===== config.mk =====
export PLATFORM = sky130hd
export DESIGN_NAME = binary2bcd_multidigit_7segment
export DESIGN_NICKNAME = d
export VERILOG_FILES = /design/src/rtl/seg7_pkg.sv /design/src/rtl/binary2bcd_multidigit_7segment_dd_core.sv /design/src/rtl/binary2bcd_multidigit_7segment.sv
export SDC_FILE = /design/constraint.sdc
export NUM_CORES = 1
export LEC_CHECK = 0
export CORE_MARGIN = 10
export CORE_UTILIZATION = 45
export DETAILED_ROUTE_END_ITERATION = 8
export GPL_ROUTABILITY_DRIVEN = 0
export PLACE_DENSITY = 0.67
export SLEW_MARGIN = 20
export SYNTH_ARGS = -nofsm -noshare
export SYNTH_HDL_FRONTEND = slang
export SYNTH_SLANG_ARGS = --single-unit

===== constraint.sdc =====
create_clock -name Clk -period 3.25 [get_ports Clk]
set_clock_uncertainty 0.05 [all_clocks]
set_input_delay 0.65 -clock Clk [delete_from_list [all_inputs] [get_ports Clk]]
set_output_delay 0.65 -clock Clk [all_outputs]
set_load 0.01 [all_outputs]

===== src/rtl/seg7_pkg.sv =====
// Shared definitions for the binary-to-BCD converter and the 7-segment scan path.
package seg7_pkg;

  // Active-low cathode patterns {g,f,e,d,c,b,a} for decimal digits 0..9.
  localparam logic [6:0] SEG_0 = 7'b1000000;
  localparam logic [6:0] SEG_1 = 7'b1111001;
  localparam logic [6:0] SEG_2 = 7'b0100100;
  localparam logic [6:0] SEG_3 = 7'b0110000;
  localparam logic [6:0] SEG_4 = 7'b0011001;
  localparam logic [6:0] SEG_5 = 7'b0010010;
  localparam logic [6:0] SEG_6 = 7'b0000010;
  localparam logic [6:0] SEG_7 = 7'b1111000;
  localparam logic [6:0] SEG_8 = 7'b0000000;
  localparam logic [6:0] SEG_9 = 7'b0010000;

  // All segments dark / all anodes off.
  localparam logic [6:0] SEG_BLANK = 7'h7F;
  localparam logic [7:0] AN_OFF    = 8'hFF;

  // Double-dabble engine states.
  typedef enum logic {
    IDLE    = 1'b0,
    CONVERT = 1'b1
  } dd_state_t;

  // Smallest digit count whose decimal range covers every WIDTH-bit value.
  function automatic int min_digits(input int width);
    longint max_val;
    longint pow10;
    int     d;
    max_val = (longint'(1) << width) - 1;
    pow10   = 10;
    d       = 1;
    for (int i = 0; i < 20; i++) begin
      if (pow10 <= max_val) begin
        pow10 = pow10 * 10;
        d     = d + 1;
      end
    end
    return d;
  endfunction

  // BCD nibble to active-low segment pattern; non-BCD codes stay dark.
  function automatic logic [6:0] seg_decode(input logic [3:0] nibble);
    logic [6:0] s;
    case (nibble)
      4'd0:    s = SEG_0;
      4'd1:    s = SEG_1;
      4'd2:    s = SEG_2;
      4'd3:    s = SEG_3;
      4'd4:    s = SEG_4;
      4'd5:    s = SEG_5;
      4'd6:    s = SEG_6;
      4'd7:    s = SEG_7;
      4'd8:    s = SEG_8;
      4'd9:    s = SEG_9;
      default: s = SEG_BLANK;
    endcase
    return s;
  endfunction

endpackage


===== src/rtl/binary2bcd_multidigit_7segment_dd_core.sv =====
// Iterative shift-add-3 (double-dabble) converter with a latched BCD result.
//
// Handshake: start is a request sampled only in IDLE; the edge that sees
// start=1 in IDLE captures v and enters CONVERT. state==CONVERT is the busy
// indication, and a start seen while converting is dropped (no queueing).
// After WIDTH iterations bcd is written in one shot and done pulses for
// exactly one cycle, during which the engine is already back in IDLE and can
// accept the next start.
module binary2bcd_dd_core
  import seg7_pkg::*;
#(
  parameter int WIDTH  = 16,
  parameter int DIGITS = 5
) (
  input  logic                  clk,
  input  logic                  reset,
  input  logic                  start,
  input  logic [WIDTH-1:0]      v,
  output logic                  done,
  output logic [4*DIGITS-1:0]   bcd,
  output dd_state_t             state
);

  localparam int BW = 4 * DIGITS;
  localparam int CW = $clog2(WIDTH + 1);

  dd_state_t         state_next;
  logic [WIDTH-1:0]  bin_work, bin_next;
  logic [BW-1:0]     bcd_work, work_next;
  logic [BW-1:0]     adjusted;
  logic [BW+WIDTH-1:0] shifted;
  logic [CW-1:0]     iter, iter_next;
  logic [BW-1:0]     bcd_next;
  logic              done_next;

  // Next-state, one double-dabble step and result latch.
  always_comb begin
    state_next = state;
    bin_next   = bin_work;
    work_next  = bcd_work;
    iter_next  = iter;
    bcd_next   = bcd;
    done_next  = 1'b0;

    adjusted = bcd_work;
    for (int i = 0; i < DIGITS; i++) begin
      if (bcd_work[4*i +: 4] >= 4'd5) begin
        adjusted[4*i +: 4] = bcd_work[4*i +: 4] + 4'd3;
      end
    end
    shifted = {adjusted, bin_work} << 1;

    case (state)
      IDLE: begin
        if (start) begin
          state_next = CONVERT;
          bin_next   = v;
          work_next  = '0;
          iter_next  = '0;
        end
      end
      CONVERT: begin
        bin_next  = shifted[WIDTH-1:0];
        work_next = shifted[BW+WIDTH-1 -: BW];
        iter_next = iter + CW'(1);
        if (iter == CW'(WIDTH - 1)) begin
          state_next = IDLE;
          bcd_next   = shifted[BW+WIDTH-1 -: BW];
          done_next  = 1'b1;
        end
      end
      default: state_next = IDLE;
    endcase
  end

  // State and datapath registers; reset aborts any conversion in flight.
  always_ff @(posedge clk) begin
    if (reset) begin
      state    <= IDLE;
      bin_work <= '0;
      bcd_work <= '0;
      iter     <= '0;
      bcd      <= '0;
      done     <= 1'b0;
    end else begin
      state    <= state_next;
      bin_work <= bin_next;
      bcd_work <= work_next;
      iter     <= iter_next;
      bcd      <= bcd_next;
      done     <= done_next;
    end
  end

endmodule


===== src/rtl/binary2bcd_multidigit_7segment.sv =====
// Binary to multi-digit BCD conversion and time-multiplexed drive of an
// 8-digit common-anode 7-segment display with optional leading-zero blanking.
module binary2bcd_multidigit_7segment
  import seg7_pkg::*;
#(
  parameter int WIDTH         = 16,
  parameter int DIGITS        = 5,
  parameter int REFRESH_DIV   = 50000,
  parameter int BLANK_LEADING = 1
) (
  input  logic                Clk,
  input  logic                reset,
  input  logic                start,
  input  logic [WIDTH-1:0]    v,
  output logic                busy,
  output logic                done,
  output logic [4*DIGITS-1:0] bcd,
  output logic [7:0]          an,
  output logic [6:0]          seg
);

  localparam int RW = $clog2(REFRESH_DIV);

  // Reject configurations the display or the digit count cannot represent.
  generate
    if (WIDTH < 1 || WIDTH > 26) begin : g_bad_width
      $error("WIDTH must be in 1..26");
    end
    if (DIGITS < 1 || DIGITS > 8) begin : g_bad_digits
      $error("DIGITS must be in 1..8");
    end
    if (REFRESH_DIV < 2) begin : g_bad_refresh
      $error("REFRESH_DIV must be at least 2");
    end
    if (DIGITS < min_digits(WIDTH)) begin : g_too_few_digits
      $error("DIGITS too small to hold the largest WIDTH-bit value");
    end
  endgenerate

  dd_state_t dd_state;

  binary2bcd_dd_core #(
    .WIDTH  (WIDTH),
    .DIGITS (DIGITS)
  ) u_core (
    .clk   (Clk),
    .reset (reset),
    .start (start),
    .v     (v),
    .done  (done),
    .bcd   (bcd),
    .state (dd_state)
  );

  assign busy = (dd_state == CONVERT);

  logic [RW-1:0]     refresh_cnt;
  logic [2:0]        idx;
  logic [DIGITS-1:0] blank;
  logic [3:0]        digit_sel;
  logic              blank_sel;
  logic [7:0]        an_next;
  logic [6:0]        seg_next;

  // Blank mask, digit select and the anode/cathode pattern for the current slot.
  always_comb begin
    logic upper_nz;
    upper_nz = 1'b0;
    blank    = '0;
    for (int i = DIGITS - 1; i >= 0; i--) begin
      upper_nz = upper_nz | (bcd[4*i +: 4] != 4'd0);
      blank[i] = (BLANK_LEADING != 0) && (i != 0) && !upper_nz;
    end

    digit_sel = 4'd0;
    blank_sel = 1'b0;
    for (int i = 0; i < DIGITS; i++) begin
      if (idx == 3'(i)) begin
        digit_sel = bcd[4*i +: 4];
        blank_sel = blank[i];
      end
    end

    an_next  = AN_OFF;
    seg_next = SEG_BLANK;
    if (!blank_sel) begin
      an_next[idx] = 1'b0;
      seg_next     = seg_decode(digit_sel);
    end
  end

  // Refresh divider, digit index and registered display outputs.
  always_ff @(posedge Clk) begin
    if (reset) begin
      refresh_cnt <= '0;
      idx         <= 3'd0;
      an          <= AN_OFF;
      seg         <= SEG_BLANK;
    end else begin
      if (refresh_cnt == RW'(REFRESH_DIV - 1)) begin
        refresh_cnt <= '0;
        idx         <= (idx == 3'(DIGITS - 1)) ? 3'd0 : idx + 3'd1;
      end else begin
        refresh_cnt <= refresh_cnt + RW'(1);
      end
      an  <= an_next;
      seg <= seg_next;
    end
  end

endmodule


==> summary.txt, run 1 <==
CTS
  • H-tree levels: 3
  • Worst-path clk slew: 0.09 ns
  • CTS Root Cell: clkbuf_8
  • CTS tree: done
  • Post-CTS sizing: 0
  • Hold buffer count at cts: 0
  • CTS Buffer Depth: 2
  • Clk sinks: 97
  • Clk_lat worst skew: 0.35 ns
  • CTS Buf Count: 9
  • Setup bufs post-CTS: 0

Timing
  • Tmin final: 2.654 ns
  • Final Setup Violations: 0
  • Relative max-transition margin: 53.94%
  • Total negative slack: 0 ns
  • Fin. Hold Viols: 0
  • Fmax: 376.7 MHz
  • Final period utilization: 81.67%
  • RSZ-0062 raised after global routing: no
  • Worst-margin pin slew: 0.6910 ns
  • Final Slew Violations: 0

Synth
  • Yosys top cell by area: dfxtp_1
  • Net Count, Synth: 564
  • Top_reg_cell synth: dfxtp_1
  • Ys async rst share: 0%
  • Seq cells post-synth: 97
  • Number of enable flip-flop cells after synthesis: 0
  • Post-synthesis cell type count: 44
  • Synth Warn #: 0
  • Avg Synthesized Cell Area: 8.494 um2
  • Register area share after synthesis: 43.46%
  • Largest cells by area after synthesis: dfxtp_1 (43%), a21oi_1 (6.8%), nor2_1 (6.2%)
  • Top cell type's share of synthesized area: 43.46%
  • Synthesized instance count: 526
  • Cell Area, Synth: 4468 um2

Route
  • DRT iter0 DRCs: 249
  • Via-to-Cell Ratio: 5.291
  • Final wirelength: 9743 um
  • Count of TritonRoute iterations in the first routing pass: 4
  • DRC: 0
  • Routed via count: 3,725
  • Post-DR wirelength/cell: 13.84 um
  • Post-DRT Antenna Nets: 0

Final layout
  • Commonest non-fill, non-tap cell in the layout: dfxtp_1
  • Final Core Density: 54.45%
  • Layout area overhead: 18.57%
  • N_diodes: 0
  • Nets: 606
  • Fraction of layout cells with a size suffix above 1: 4.729%
  • FF/Latch Area: 1943 um2
  • Multi-input logic area: 2320 um2
  • Fillers: 921
  • Commonest non-fill, non-tap cells in the layout: dfxtp_1 (96), nor2_1 (74), a21oi_1 (61)

GRT
  • Initial antenna violation count: 0
  • Largest net degree at the start of global routing: 55
  • Vias in the first global route: 3,604
  • Gr usage total: 13.78%
  • First-pass GRT wire length: 16,760 um
  • Grt total ovfl: 0

Die
  • Core area: 9729 um2
  • Starting Density: 45.92%
  • Die footprint: 14,310 um2
  • Die width: 119.6 um
  • Row count: 36
  • Die Height: 119.6 um
  • I/O pin count: 56

Critical path
  • Critical path class: register to register
  • Required @ worst endpoint: 3.44 ns
  • Worst-path maximum fanout: 10
  • CP arrival: 2.84 ns
  • Startpoint Class: register
  • Crit end category: register

Pwr
  • VDD IR max: 0.1812 mV
  • Leak: 1.954 nW
  • Power per standard cell area: 399.2 nW/um2

Placement
  • Post-DP HPWL: 7181 um
  • PortBufs: 55

Run
  • Maxcap violations: 0

Worst hold path
  • Hold crit path type: register to register

Status
  • Outcome: completed
[per-layer routing]
metal | up-vias | track usage, % | share of wire [%]
li1 | 1913 | - | -
met1 | 1737 | 16.45 | 46
met2 | 67 | 23.83 | 49
met3 | 8 | 3.516 | 4.4
met4 | 0 | 4.072 | 0.93
met5 | - | 0 | 0
[worst paths after layout]
path | endpoint | depth (start not counted) | slack, ns | startpoint
setup / recovery | seg[6] | 8 | 0.60 | idx[0]
hold / removal | refresh_cnt[0] | 1 | 0.43 | refresh_cnt[0]
setup reg to reg | seg[6] | 8 | 0.60 | idx[0]
hold reg to reg | refresh_cnt[0] | 1 | 0.43 | refresh_cnt[0]
[synth_stat cells (2+ instances only)]
library cell / number
dfxtp_1: 97
nor2_1: 74
a21oi_1: 61
o21ai_0: 27
nand2_1: 25
clkbuf_1: 23
mux2i_1: 23
inv_1: 22
nor3b_1: 22
ha_1: 19
nand3_1: 15
xnor2_1: 14
nand2b_1: 12
a22o_1: 10
nand4_1: 9
nor3_1: 9
or3_1: 7
xor2_1: 6
and3_1: 5
nand3b_1: 5
nor4_1: 5
buf_1: 4
or2_2: 3
a211o_1: 2
a211oi_1: 2
a21oi_2: 2
a221oi_1: 2
a31oi_1: 2
buf_2: 2
nor2b_1: 2
o211ai_1: 2
[registers in the layout, summed over array words and instances (netlist names)]
signal and flops:
u_core.iter 5, refresh_cnt 16, u_core.bin_work 16, u_core.bcd_work 20, idx 3, u_core.bcd 20
u_core.done 1, seg 7, u_core.state 1, an 8
[where the power goes]
| part | leakage [nW] | internal, mW | switching [mW] |
|---|---|---|---|
| clock | 0.0872 | 0.347 | 0.403 |
| sequential | 0.788 | 1.21 | 0.0192 |
| combinational | 1.08 | 0.0634 | 0.0714 |
[metrics by stage]
stage               hold slack (ns)  setup slack [ns]  instances  power [mW]  instance area [um2]
finish                       0.4271            0.5956        704       2.115                 5298
global route                 0.4707            0.3435        704       2.213                 5298
CTS                          0.4287            0.6415        704       2.140                 5298
detailed placement           0.4081            0.6580        690       1.394                 5115
global placement             0.3927            0.6856        690       1.389                 5115
floorplan                    0.3799            0.8903        526       1.338                 4468
[area by class of cell]
class	count	area share [%]
Clock inverter	5	1.110
Tap cell	133	3.141
Multi-Input combinational cell	376	43.79
Timing Repair Buffer	62	11.38
Inverter	22	1.559
Clock buffer	9	2.338
Sequential cell	97	36.68
[worst max-delay path: stages, from the launching register on]
cell and delay [ns]:
dfxtp_1 0.52, inv_1 0.15, ha_1 0.32, and2_1 0.27, a211oi_1 0.49, inv_1 0.17
ha_1 0.21, nor3b_1 0.24, o21ai_0 0.13
[logic make-up after synthesis]
| kind of cell | synth area share, % |
|---|---|
| adder cells (fa/ha/maj) | 5.321 |
| flip-flops | 43.46 |
| AO/OA/AOI/OAI | 15.23 |
| XOR/XNOR | 3.921 |
| buffers and inverters | 4.620 |
| AND/OR/NAND/NOR | 22.29 |
| multiplexers | 5.153 |
Note: power is estimated with default switching activity, not from simulation.
==> run 2: changes to the inputs <==
Clock period 3.25 ns to 2.5 ns, I/O delays scaled along.
==> summary.txt, run 2 (same netlist as run 1, synthesis figures left out) <==
Placement
  • PortBufs: 55 (unchanged)
  • Placed cell count: 700 (+1.4%)
  • Area after DPL: 5190 um2 (+1.5%)
  • Post-DP HPWL: 7426 um (+3.4%)

Die
  • Starting Density: 45.92% (unchanged)
  • Row count: 36 (unchanged)
  • Core area: 9729 um2 (unchanged)
  • Die footprint: 14,310 um2 (unchanged)
  • Die Height: 119.6 um (unchanged)
  • I/O pin count: 56 (unchanged)
  • Die width: 119.6 um (unchanged)

Timing
  • Fmax: 430.7 MHz (+14%)
  • Final period utilization: 92.87% (+11 points)
  • Tmin final: 2.322 ns (-0.3327 ns)
  • Final Slew Violations: 0 (unchanged)
  • Relative max-transition margin: 58.84% (+4.9 points)
  • Worst-margin pin slew: 0.6152 ns (-0.07580 ns)
  • Final Setup Violations: 0 (unchanged)
  • Min Hold Slack: 0.4220 ns (-0.005105 ns)
  • Total negative slack: 0 ns (unchanged)
  • Fin. Hold Viols: 0 (unchanged)
  • RSZ-0062 raised after global routing: no

CTS
  • CTS Root Cell: clkbuf_8
  • CTS tree: done
  • Setup bufs post-CTS: 0 (unchanged)
  • Clk sinks: 97 (unchanged)
  • Worst-path clk slew: 0.09 ns (about the same)
  • H-tree levels: 3 (unchanged)
  • CTS Buf Count: 9 (unchanged)
  • Clk_lat worst skew: 0.36 ns (about the same)
  • CTS Buffer Depth: 2 (unchanged)

Final layout
  • Commonest non-fill, non-tap cell in the layout: dfxtp_1
  • Fraction of layout cells with a size suffix above 1: 7.376% (+2.6 points)
  • Largest registers: u_core.bcd x20, u_core.bcd_work x20
  • Final Cell Area: 5385 um2 (+1.7%)
  • Nets: 616 (+1.7%)
  • N_diodes: 0 (unchanged)
  • Commonest non-fill, non-tap cells in the layout: dfxtp_1 (94), nor2_1 (74), a21oi_1 (61)
  • Final Core Density: 55.35% (+0.90 points)
  • Finished Layout Cells: 716 (+1.7%)
  • Fillers: 901 (-2.2%)
  • Layout area overhead: 20.53%

Route
  • DRC: 0 (unchanged)
  • Routed via count: 3,713 (-0.32%)
  • Post-DRT Antenna Nets: 0 (unchanged)
  • Post-DR wirelength/cell: 14.12 um (+2.0%)
  • Final wirelength: 10,110 um (+3.7%)
  • Via-to-Cell Ratio: 5.186 (-2.0%)
  • Count of TritonRoute iterations in the first routing pass: 4 (unchanged)
  • DRT iter0 DRCs: 178 (-29%)

Worst hold path
  • Min-Delay Path Depth: 1 (unchanged)
  • Hold crit path type: register to register

Critical path
  • Required @ worst endpoint: 2.75 ns (-0.69 ns)
  • CP arrival: 2.57 ns (-0.27 ns)
  • Critical path class: register to register
  • Worst-path maximum fanout: 10 (unchanged)
  • Crit end category: register
  • Startpoint Class: register
  • Worst R2R Path Depth: 9 (+1)

Pwr
  • VDD IR max: 0.2389 mV (+32%)
  • Power per standard cell area: 509.1 nW/um2 (+28%)
  • Leak: 2.013 nW (+3.0%)

GRT
  • Gr usage total: 14.56% (+0.78 points)
  • Vias in the first global route: 3,722 (+3.3%)
  • First-pass GRT wire length: 17,640 um (+5.3%)
  • Initial antenna violation count: 0 (unchanged)
  • Grt total ovfl: 0 (unchanged)
  • Largest net degree at the start of global routing: 54 (-1.8%)

Status
  • Outcome: completed

Run
  • Maxcap violations: 0 (unchanged)
-- run 2: cell count changes in the layout (fill, tap and decap cells not counted), moves of 2 or more --
cell,previous run,this run
buf_4,7,17
clkbuf_8,9,11
clkinvlp_4,2,0
dfxtp_1,96,94
dfxtp_2,1,3
-- run 2: routing by layer --
| metal | vias to the layer above | share of wire, % | track usage [%] |
|---|---|---|---|
| met5 | - | 0 | 0 |
| met4 | 0 | 1.8 | 6.109 |
| met3 | 18 | 3.5 | 3.047 |
| met2 | 54 | 47 | 23.76 |
| met1 | 1715 | 48 | 18.28 |
| li1 | 1926 | - | - |
-- run 2: critical path: stages, from the launching register on --
cell	delay, ns
dfxtp_2	0.38
ha_1	0.21
ha_1	0.26
or2_2	0.32
a221oi_1	0.31
a211oi_2	0.12
inv_1	0.13
ha_1	0.26
nand2b_1	0.15
nand4b_1	0.09
-- run 2: path summary, 6_finish.rpt --
kind,to,from,slack [ns]
max,seg[3],idx[0],0.18
min,refresh_cnt[0],refresh_cnt[0],0.42
max reg2reg,seg[3],idx[0],0.18
min reg2reg,refresh_cnt[0],refresh_cnt[0],0.42
-- run 2: final cells by class --
class                           count  area [um2]  area share (%)
Clock buffer                       12       155.1           2.881
Clock inverter                      4       27.53          0.5112
Inverter                           22       82.58           1.533
Multi-Input combinational cell    376        2330           43.26
Sequential cell                    97        1946           36.13
Tap cell                          133       166.4           3.090
Timing Repair Buffer               72       678.2           12.59
-- run 2: timing repair --
item	CTS	global route
hold endpoints to repair	0	0
hold buffers	0	0
resized for setup	0	5
setup endpoints to repair	0	7
-- run 2: where the power goes --
group | leakage, nW | internal [mW] | switching [mW]
Combinational | 1.13 | 0.0869 | 0.102
Sequential | 0.789 | 1.57 | 0.0164
Clock | 0.0963 | 0.418 | 0.545
-- run 2: through the flow --
step | total power, mW | worst slack, ns
2_1_floorplan | 1.739 | 0.1403
3_3_place_gp | 1.811 | 0.1877
3_5_place_dp | 1.817 | 0.06799
4_1_cts | 2.767 | 0.03869
5_1_grt | 2.858 | 0.01206
6_report | 2.741 | 0.1782
